File: config.mk
export PLATFORM = sky130hd
export DESIGN_NAME = axis_width_down
export DESIGN_NICKNAME = d
export VERILOG_FILES = /design/src/rtl/axis_width_down.sv
export SDC_FILE = /design/constraint.sdc
export NUM_CORES = 1
export LEC_CHECK = 0
export ABC_AREA = 1
export CAP_MARGIN = 0
export CORE_AREA = 5 5 344 346
export DETAILED_ROUTE_END_ITERATION = 7
export DIE_AREA = 0 0 349 351
export SYNTH_ARGS = -nofsm -noshare
export SYNTH_HDL_FRONTEND = slang
export SYNTH_SLANG_ARGS = --single-unit
export TNS_END_PERCENT = 5
File: constraint.sdc
create_clock -name clk -period 2.4 [get_ports clk]
set_input_delay 0.24 -clock clk [delete_from_list [all_inputs] [get_ports clk]]
set_output_delay 0.24 -clock clk [all_outputs]
set_load 0.005 [all_outputs]
File: src/rtl/axis_width_down.sv
// axis_width_down: splits each wide AXI-Stream beat into RATIO narrow beats, skipping empty upper slices
module axis_width_down #(
  parameter int M_DATA_W = 256,
  parameter int RATIO = 2
) (
  input  logic                         clk,
  input  logic                         reset,
  input  logic                         s_axis_tvalid,
  output logic                         s_axis_tready,
  input  logic [M_DATA_W*RATIO-1:0]    s_axis_tdata,
  input  logic [M_DATA_W*RATIO/8-1:0]  s_axis_tkeep,
  input  logic                         s_axis_tlast,
  output logic                         m_axis_tvalid,
  input  logic                         m_axis_tready,
  output logic [M_DATA_W-1:0]          m_axis_tdata,
  output logic [M_DATA_W/8-1:0]        m_axis_tkeep,
  output logic                         m_axis_tlast,
  output logic [15:0]                  drop_cnt
);
  localparam int S_DATA_W = M_DATA_W*RATIO;
  localparam int M_KEEP_W = M_DATA_W/8;
  localparam int IDX_W = $clog2(RATIO);
  logic [S_DATA_W-1:0] r_data;
  logic [S_DATA_W/8-1:0] r_keep;
  logic r_last, r_full;
  logic [IDX_W-1:0] r_idx, r_hi, w_hi;
  logic [15:0] r_drop;
  logic [M_DATA_W-1:0] w_dsl [RATIO];
  logic [M_KEEP_W-1:0] w_ksl [RATIO];
  logic w_last_sl, w_acc, w_drop;
  for (genvar i = 0; i < RATIO; i++) begin : g_sl
    assign w_dsl[i] = r_data[i*M_DATA_W +: M_DATA_W];
    assign w_ksl[i] = r_keep[i*M_KEEP_W +: M_KEEP_W];
  end
  always_comb begin
    w_hi = '0;
    for (int i = 0; i < RATIO; i++)
      if (|s_axis_tkeep[i*M_KEEP_W +: M_KEEP_W]) w_hi = IDX_W'(i);
  end
  assign w_last_sl = r_idx == r_hi;
  assign m_axis_tvalid = r_full;
  assign m_axis_tdata = w_dsl[r_idx];
  assign m_axis_tkeep = w_ksl[r_idx];
  assign m_axis_tlast = r_full & r_last & w_last_sl;
  assign s_axis_tready = ~reset & (~r_full | (m_axis_tready & w_last_sl));
  assign w_acc = s_axis_tvalid & s_axis_tready;
  assign w_drop = ~|s_axis_tkeep & ~s_axis_tlast;
  assign drop_cnt = r_drop;
  always_ff @(posedge clk)
    if (reset) begin
      r_data <= '0;
      r_keep <= '0;
      r_last <= 1'b0;
      r_full <= 1'b0;
      r_idx <= '0;
      r_hi <= '0;
      r_drop <= '0;
    end else if (w_acc) begin
      r_full <= ~w_drop;
      r_idx <= '0;
      if (w_drop) r_drop <= r_drop + 16'(r_drop != 16'hFFFF);
      else begin
        r_data <= s_axis_tdata;
        r_keep <= s_axis_tkeep;
        r_last <= s_axis_tlast;
        r_hi <= w_hi;
      end
    end else if (m_axis_tvalid & m_axis_tready) begin
      r_full <= ~w_last_sl;
      r_idx <= w_last_sl ? '0 : r_idx + 1'b1;
    end
endmodule
# After elaboration in Yosys (flattened, before gate mapping)
# Index checks and enable logic that the tools add are counted.
op_classes:
  n_eq_ne: 2
  order_cmp: 1
  addsub: 2
  bitwise: 14
  n_reduce_logical: 7
  n_mux: 10
op_table:
  columns: ["cell", "count"]
  rows:
  - ["256-bit two-way mux", 3]
  - ["32-bit two-way mux", 3]
  - ["64-bit OR reduction", 1]
  - ["32-bit OR reduction", 1]
  - ["16-bit by 1-bit adder with 16-bit output", 1]
  - ["16-bit != test (second input constant)", 1]
  - ["1-bit bitwise AND", 7]
  - ["1-bit inverter", 5]
  - ["1-bit two-way mux", 4]
  - ["2-bit AND reduction", 2]
  - ["2-bit >= comparator (second input constant)", 1]
  - ["1-bit inverter with 2-bit output", 1]
  - ["2-bit nonzero test", 1]
  - ["2-bit OR reduction", 1]
  - ["1-bit adder (second input constant)", 1]
  - ["1-bit equality test", 1]
  - ["1-bit zero test", 1]
  - ["1-bit OR", 1]
word_totals:
  input_bits: 581
  reg_bits: 596
  out_inout_bits: 307

# Logic depth before layout (Yosys ltp)
# Gate-level depths: netlist (run 1).
logic_depth:
  ltp_word: 6
  ltp_mapped: 15

# Least setup slack after synthesis (run 1)
# Ideal clock, no wire load.
synth_timing:
  kind: "register to register"
  startpoint: "reg r_idx"
  endpoint: "reg r_data[485]"
  synth_period_minus_slack_ps: 2474
  arrival_ps: 2361
  n_path_buf: 5
  stages_incl_launch_ff: 15
  setup_ps: 113
  setup_slack_ps: -74
  cell_sequence: "dfxtp_1 clkbuf_1 inv_1 clkbuf_1 clkbuf_1 ha_1 nand2_1 a21oi_2 nand2_1 inv_2 buf_2 clkbuf_1 nand3b_1 nand2_1 nor2_1"
synth_between:
  elab_chain_len: 6
synth_rtl:
  columns: ["element", "line_no", "rtl"]
  rows:
  - ["start: declaration", "26", "logic [IDX_W-1:0] r_idx, r_hi, w_hi;"]
  - ["start signal: assignment", "70", "r_idx <= w_last_sl ? '0 : r_idx + 1'b1;"]
  - ["1-bit equality test", "40", "assign w_last_sl = r_idx == r_hi;"]
  - ["1-bit bitwise AND", "45", "assign s_axis_tready = ~reset & (~r_full | (m_axis_tready & w_last_sl));"]
  - ["1-bit OR", "45", null]
  - ["1-bit bitwise AND", "45", null]
  - ["net s_axis_tready", "9", "output logic s_axis_tready,"]
  - ["1-bit bitwise AND", "46", "assign w_acc = s_axis_tvalid & s_axis_tready;"]
  - ["2-bit AND reduction (no line)", null, null]
  - ["end signal: assignment", "63", "r_data <= s_axis_tdata;"]
  - ["end: declaration", "23", "logic [S_DATA_W-1:0] r_data;"]
# The timed path passes the listed nets, and every way through them passes these cells.
# A chain may end at the register's enable or synchronous reset.

# Worst setup path in the final report (run 1)
layout_timing:
  startpoint: "reg r_idx"
  endpoint: "out m_axis_tdata[109]"
layout_between:
  elab_chain_len: 4
layout_rtl:
  columns: ["element", "line_no", "rtl"]
  rows:
  - ["1-bit inverter with 2-bit output (implied by the code)", "42", "assign m_axis_tdata = w_dsl[r_idx];"]
  - ["256-bit two-way mux (implied by the code) (3 in series)", "42", null]
  - ["end: declaration", "15", "output logic [M_DATA_W-1:0] m_axis_tdata,"]
# Every way passes these cells. The select of a mux whose other input is x is not followed.

==> key figures, run 1 <==
Outcome
  • Status: finished, violations left
  • Failing checks: negative setup slack

Logic synthesis
  • Post-synthesis area per instance: 6.67 sq um
  • Dominant synthesized flop cell: dfxtp_1
  • Cell taking the most area after synthesis: dfxtp_1
  • Post-synth EDFFs: 0
  • Synth Area in Simple Gates: 0.511
  • Main combinational cell family by area after synthesis: simple AND/OR/NAND/NOR gates
  • Synth Area in Adders: 0.00174
  • Most frequent cell after synthesis: nand2_1
  • Post-synthesis instance total: 4322
  • XOR/XNOR Fraction of Synth Area: 0.00213
  • Yosys reg bits: 596
  • Synth top area cells: dfxtp_1 41%, nand2_1 20%, nor2_1 16%
  • Mapped Area: 0.0288 sq mm
  • Post-synth net total: 4907
  • Synthesis Warnings: 0
  • Seq/Total Area, Yosys: 0.414
  • Mux cell area share after synthesis: 0
  • Yosys top cell area share: 0.414
  • Async S/R FF share, synth: 0
  • Synth unique cells: 26
  • Synth Area in Compound Gates: 0.00412
  • Commonest cells post-synth: 1512 x nand2_1, 1207 x nor2_1, 596 x dfxtp_1

Layout
  • Area of the multi-input gates: 0.0151 sq mm
  • Layout cell share with drive strength beyond 1: 0.0693
  • Register area: 0.0119 sq mm
  • Fill cells: 12100
  • Final core utilization: 0.378
  • Area Growth Syn to Fin: 50.7%
  • Nets: 5750

STA
  • Final WS setup: -0.102 ns
  • RSZ-0062 raised after global routing: true
  • Max Slew Vio Count: 0
  • Relative slew margins: 0.768
  • Clock skew: 0.0438 ns
  • Tcrit/Tclk final: 1.04
  • Final-report hold violation count: 0
  • Fin crit period: 2.50 ns
  • Worst-Margin Slew: 0.348 ns
  • Hold Worst Slack: 0.248 ns
  • Setup Viol. Count Final: 9
  • Fmax: 400 MHz

Clocking
  • CTS tree: done
  • Clock sinks: 596
  • Worst-case clock buffer depth: 3
  • Clk Latency, worst-skew pair: 0.65 ns
  • Root Driver: clkbuf_16
  • CTS H-tree lvls: 3
  • TritonCTS Buffers: 75
  • Hold-fix buffers at CTS: 0
  • Clock transition at path regs: 0.06 ns

Global routing
  • Grt ovf: 0
  • Vias in the first global route: 28900
  • Tot GR Track Use: 0.188
  • First-pass GRT wire length: 179 mm
  • Largest net degree at the start of global routing: 61
  • Initial antenna violation count: 23

Detailed routing
  • Drt drc: 0
  • Routed Antenna Nets: 0
  • Wire per inst: 18.3 um
  • Vias: 30400
  • DR iter-0 viols: 1842
  • 1st-pass router iterations: 6
  • Vias per cell: 4.50
  • Drt total wl: 124 mm

Die
  • Starting Density: 0.251
  • Die height: 351 um
  • Core ar.: 0.115 sq mm
  • # IOs: 888
  • Die area: 0.122 sq mm
  • # rows: 125
  • Die extent in x: 349 um

Setup path
  • Critical path class: register to output port
  • Internal reg-to-reg setup slack: 0.13 ns
  • Crit path required time: 2.16 ns
  • Startpoint types: register
  • Critical path capture point type: output port
  • Worst Path Arrival: 2.26 ns
  • Reg2reg path depth: 11
  • CP max FO: 6

Power and ir drop
  • Peak VDD IR: 0.440 mV
  • Static Leak: 20.9 nW
  • Power per cell area: 619 mW/mm^2
  • Final Power: 0.0269 W

Worst hold path
  • Worst hold path type: input pin to register
  • Worst Hold Depth: 4

Place
  • Dpl hpwl: 87.3 mm
  • I/O Buffers: 887
  • Final RePlAce weighted congestion: 0.887

Flow run
  • Max_cap viols: 0
-- repair_timing --
item,in CTS,in global routing
pin swaps,1,6
resized for setup,244,141
cloned,9,7
setup endpoints to repair,289,694
buffers inserted,9,8
-- layout by cell type (no fill, tap or decap), drive strengths merged --
cell,n
dlymetal6s2s,110
a21oi,17
nand3b,562
ha,4
and3,1
clkinvlp,4
dfxtp,596
xor2,3
a31oi,1
bufinv,4
nor2,1209
xnor2,4
diode,13
buf,199
dlygate4sd2,164
nand4,21
bufbuf,2
inv,31
nor3,1
a41oi,1
clkinv,16
clkdlybuf4s15,4
clkbuf,115
nand2,1512
nand3,30
nor4,1
clkdlybuf4s50,606
o21ai,3
-- state kept, by name, indices dropped and copies added (netlist names) --
| register | flops |
|---|---|
| r_data | 512 |
| m_axis_tvalid | 1 |
| r_last | 1 |
| r_hi | 1 |
| r_idx | 1 |
| r_keep | 64 |
| drop_cnt | 16 |
-- where the power goes --
part	switching (W)	total (W)	internal, W	leakage (nW)
registers	0.000359	0.0110	0.0106	4.91
clock network	0.00483	0.0114	0.00658	1.19
logic	0.00211	0.00451	0.00240	14.8
-- worst max-delay path: stages (launching register included) --
cell and delay [ns]:
dfxtp_4 0.43, buf_16 0.17, clkbuf_16 0.20, buf_16 0.14
nand2_1 0.06, nand2_2 0.11, clkdlybuf4s50_1 0.52
-- final timing paths --
path | startpoint | endpoint
worst max-delay path | r_idx$_SDFFE_PP0P_ | m_axis_tdata[109]
worst min-delay path | s_axis_tdata[477] | r_data[477]$_SDFFE_PP0P_
worst min register to register | r_keep[30]$_SDFFE_PP0P_ | r_keep[30]$_SDFFE_PP0P_
worst max register to register | r_idx$_SDFFE_PP0P_ | r_data[137]$_SDFFE_PP0P_
-- kinds of logic (layout without fill, tap and decap cells) --
family,count (synthesis),count (layout)
simple gates,3337,3337
buf+inv,356,1255
other cells,0,13
compound gates,22,22
xor+xnor,7,7
flops,596,596
fa+ha+maj,4,4
-- per-layer routing --
layer  vias to the layer above  share of wire  GRT usage
met5                         -        0.00089          0
met2                       928           0.49      0.324
met4                        18          0.025     0.0557
li1                      15100              -          -
met3                       171          0.070     0.0451
met1                     14100           0.42      0.232
-- stage by stage --
stage | TNS (ns) | instance area, sq um | instances | worst slack (ns)
after floorplan | -28.31 | 28800 | 4322 | -0.0744
after global placement | -64.44 | 39900 | 6580 | -0.153
after detailed placement | -79.70 | 39900 | 6580 | -0.190
after CTS | -19.92 | 42800 | 6731 | -0.267
after global routing | -1.51 | 43400 | 6751 | -0.195
final | -0.642 | 43500 | 6758 | -0.102
-- layout make-up --
class | instances | share of cell area
Clock inverter | 24 | 0.00780
Tap cell | 1524 | 0.0439
Timing Repair Buffer | 1091 | 0.273
Inverter | 31 | 0.00392
Antenna cell | 13 | 0.000748
Clock buffer | 109 | 0.0491
Multi-Input combinational cell | 3370 | 0.347
Sequential cell | 596 | 0.275
Note: power is estimated with default switching activity, not from simulation.
==> run 2, diff against run 1 <==
--- a/config.mk
+++ b/config.mk
@@ -7,9 +7,12 @@
 export LEC_CHECK = 0
 export ABC_AREA = 1
 export CAP_MARGIN = 0
-export CORE_AREA = 5 5 344 346
+export CELL_PAD_IN_SITES_DETAIL_PLACEMENT = 0
+export CELL_PAD_IN_SITES_GLOBAL_PLACEMENT = 1
+export CORE_AREA = 5 5 341 343
 export DETAILED_ROUTE_END_ITERATION = 7
-export DIE_AREA = 0 0 349 351
+export DIE_AREA = 0 0 346 348
+export PLACE_DENSITY_LB_ADDON = 0.1
 export SYNTH_ARGS = -nofsm -noshare
 export SYNTH_HDL_FRONTEND = slang
 export SYNTH_SLANG_ARGS = --single-unit
==> run 2 against run 1 <==
The flow still finishes with violations (negative setup slack). Via count shrank 0.43%. Fmax increased by 1.1%. Wire length grew 13%. Largest power group unchanged. Count of clock-buffer cells in the layout grew 6. Global-route usage up 2.8 points. Critical endpoint is now m_axis_tdata[190].
==> key figures, run 2 (synthesis results as in run 1) <==
Outcome
  • Status: finished, violations left
  • Failing checks: negative setup slack

Detailed routing
  • Drt total wl: 140 mm
  • 1st-pass router iterations: 5
  • Routed Antenna Nets: 0
  • Drt drc: 0
  • Vias per cell: 4.46
  • Vias: 30300
  • Wire per inst: 20.6 um
  • DR iter-0 viols: 1650

Place
  • Final RePlAce weighted congestion: 0.828
  • I/O Buffers: 887
  • Dpl cells: 6552
  • Dpl hpwl: 93.7 mm

Global routing
  • Initial antenna violation count: 39
  • Vias in the first global route: 29400
  • Tot GR Track Use: 0.216
  • Grt ovf: 0
  • Largest net degree at the start of global routing: 73
  • First-pass GRT wire length: 198 mm

Die
  • Core ar.: 0.113 sq mm
  • # IOs: 888
  • Starting Density: 0.255
  • Die area: 0.120 sq mm
  • Die height: 348 um
  • # rows: 124
  • Die extent in x: 346 um

Setup path
  • Worst-path cell chain: buf_6, bufbuf_16, nand2_1, nand2_1, clkdlybuf4s50_1
  • Worst setup path end: m_axis_tdata[190]
  • Internal reg-to-reg setup slack: 0.14 ns
  • CP max FO: 11
  • RR Endpoint: r_data[412]$_SDFFE_PP0P_
  • Worst r2r src: r_idx$_SDFFE_PP0P_
  • Reg2reg path depth: 14
  • Critical path class: register to output port
  • Most frequent cell on the critical path: nand2_1
  • Critical path launch point: r_idx$_SDFFE_PP0P_
  • Slowest cell on crit path: clkdlybuf4s50_1
  • Critical path capture point type: output port
  • Worst Path Arrival: 2.24 ns
  • Crit path required time: 2.16 ns
  • Startpoint types: register
  • Worst stage delay on the critical path: 0.53 ns

STA
  • RSZ-0062 raised after global routing: true
  • Relative slew margins: 0.756
  • Clock skew: 0.0212 ns
  • Fin crit period: 2.48 ns
  • Tcrit/Tclk final: 1.03
  • Fmax: 404 MHz
  • Final-report hold violation count: 0
  • Max Slew Vio Count: 0
  • Worst-Margin Slew: 0.365 ns
  • Setup Viol. Count Final: 2
  • Final WS setup: -0.0759 ns
  • Hold Worst Slack: 0.267 ns

Layout
  • Reg with most FFs: r_data
  • Max reg flops: 512
  • Final Non-Filler Cells: 6786
  • Final core utilization: 0.386
  • Layout cell share with drive strength beyond 1: 0.0869
  • Commonest cells after routing, fill and taps aside: 1484 x nand2_1, 1207 x nor2_1, 611 x clkdlybuf4s50_1, 595 x dfxtp_1, 562 x nand3b_1
  • Commonest non-fill, non-tap cell in the layout: nand2_1
  • Area Growth Syn to Fin: 51.5%
  • Nets: 5779

Clocking
  • CTS H-tree lvls: 3
  • CTS tree: done
  • TritonCTS Buffers: 77
  • Clock transition at path regs: 0.06 ns
  • Root Driver: clkbuf_16
  • Clock sinks: 596
  • Worst-case clock buffer depth: 3
  • Clk Latency, worst-skew pair: 0.63 ns
  • Hold-fix buffers at CTS: 0

Flow run
  • Max_cap viols: 0

Power and ir drop
  • Power per cell area: 624 mW/mm^2
  • Static Leak: 19.8 nW
  • Peak VDD IR: 0.416 mV

Worst hold path
  • Worst hold path type: input pin to register
-- run 2: cell types whose count changed in the layout (fill, tap and decap cells not counted), moves of 11 or more --
cell / previous run / this run
clkbuf_16: 81 / 92
dlymetal6s2s_1: 110 / 15
buf_16: 20 / 39
buf_2: 0 / 11
buf_12: 60 / 73
clkdlybuf4s15_1: 4 / 31
clkbuf_2: 0 / 56
diode_2: 13 / 26
-- run 2: worst min path at each step --
stage,from,to,depth (start not counted)
after floorplan,r_keep[21]$_SDFFE_PP0P_,r_keep[21]$_SDFFE_PP0P_,2
after global placement,r_keep[23]$_SDFFE_PP0P_,r_keep[23]$_SDFFE_PP0P_,2
after detailed placement,r_keep[30]$_SDFFE_PP0P_,r_keep[30]$_SDFFE_PP0P_,2
after CTS,s_axis_tdata[283],r_data[283]$_SDFFE_PP0P_,4
after global routing,s_axis_tdata[52],r_data[52]$_SDFFE_PP0P_,4
final,s_axis_tdata[485],r_data[485]$_SDFFE_PP0P_,4
-- run 2: area by class of cell --
| cell class | instances | area [sq um] |
|---|---|---|
| Sequential cell | 596 | 11900 |
| Tap cell | 1512 | 1890 |
| Antenna cell | 26 | 65.1 |
| Multi-Input combinational cell | 3370 | 15100 |
| Clock inverter | 18 | 218 |
| Clock buffer | 115 | 2250 |
| Inverter | 31 | 160 |
| Timing Repair Buffer | 1116 | 12000 |
| Fill cell | 12300 | 69600 |
| Timing Repair inverter | 2 | 17.5 |
-- run 2: timing repair --
action,4_1_cts,5_1_grt
cloned,22,14
pin swaps,4,5
endpoints found under the setup margin,280,580
buffers inserted,16,23
gates resized for setup,391,164
-- run 2: worst max-delay path: cells and delay by family (launching register included) --
family	cells	cell delay, ns
flip-flops	1	0.42
buffers and inverters	3	0.99
AND/OR/NAND/NOR	2	0.19
-- run 2: metrics by stage --
| stage | worst slack (ns) | total power [W] | instance area, sq um | TNS, ns |
|---|---|---|---|---|
| 5_1_grt | -0.166 | 0.0286 | 43700 | -0.826 |
| 6_report | -0.0759 | 0.0273 | 43700 | -0.135 |
| 3_5_place_dp | -0.142 | 0.0159 | 39900 | -36.65 |
| 2_1_floorplan | -0.0744 | 0.0132 | 28800 | -28.31 |
| 3_3_place_gp | -0.124 | 0.0159 | 39900 | -25.49 |
| 4_1_cts | -0.224 | 0.0277 | 43200 | -3.64 |
-- run 2: metal layers --
layer  part of all wire  wire length, um  GRT usage
met5             0.0011              161          0
met4              0.022             3120     0.0686
met3              0.058             8180     0.0546
met2               0.49            68500      0.372
met1               0.43            60100      0.265
-- run 2: power breakdown --
group | total (W) | switching, W | internal, W
registers | 0.0109 | 0.000345 | 0.0106
logic | 0.00467 | 0.00223 | 0.00244
clock network | 0.0117 | 0.00475 | 0.00690
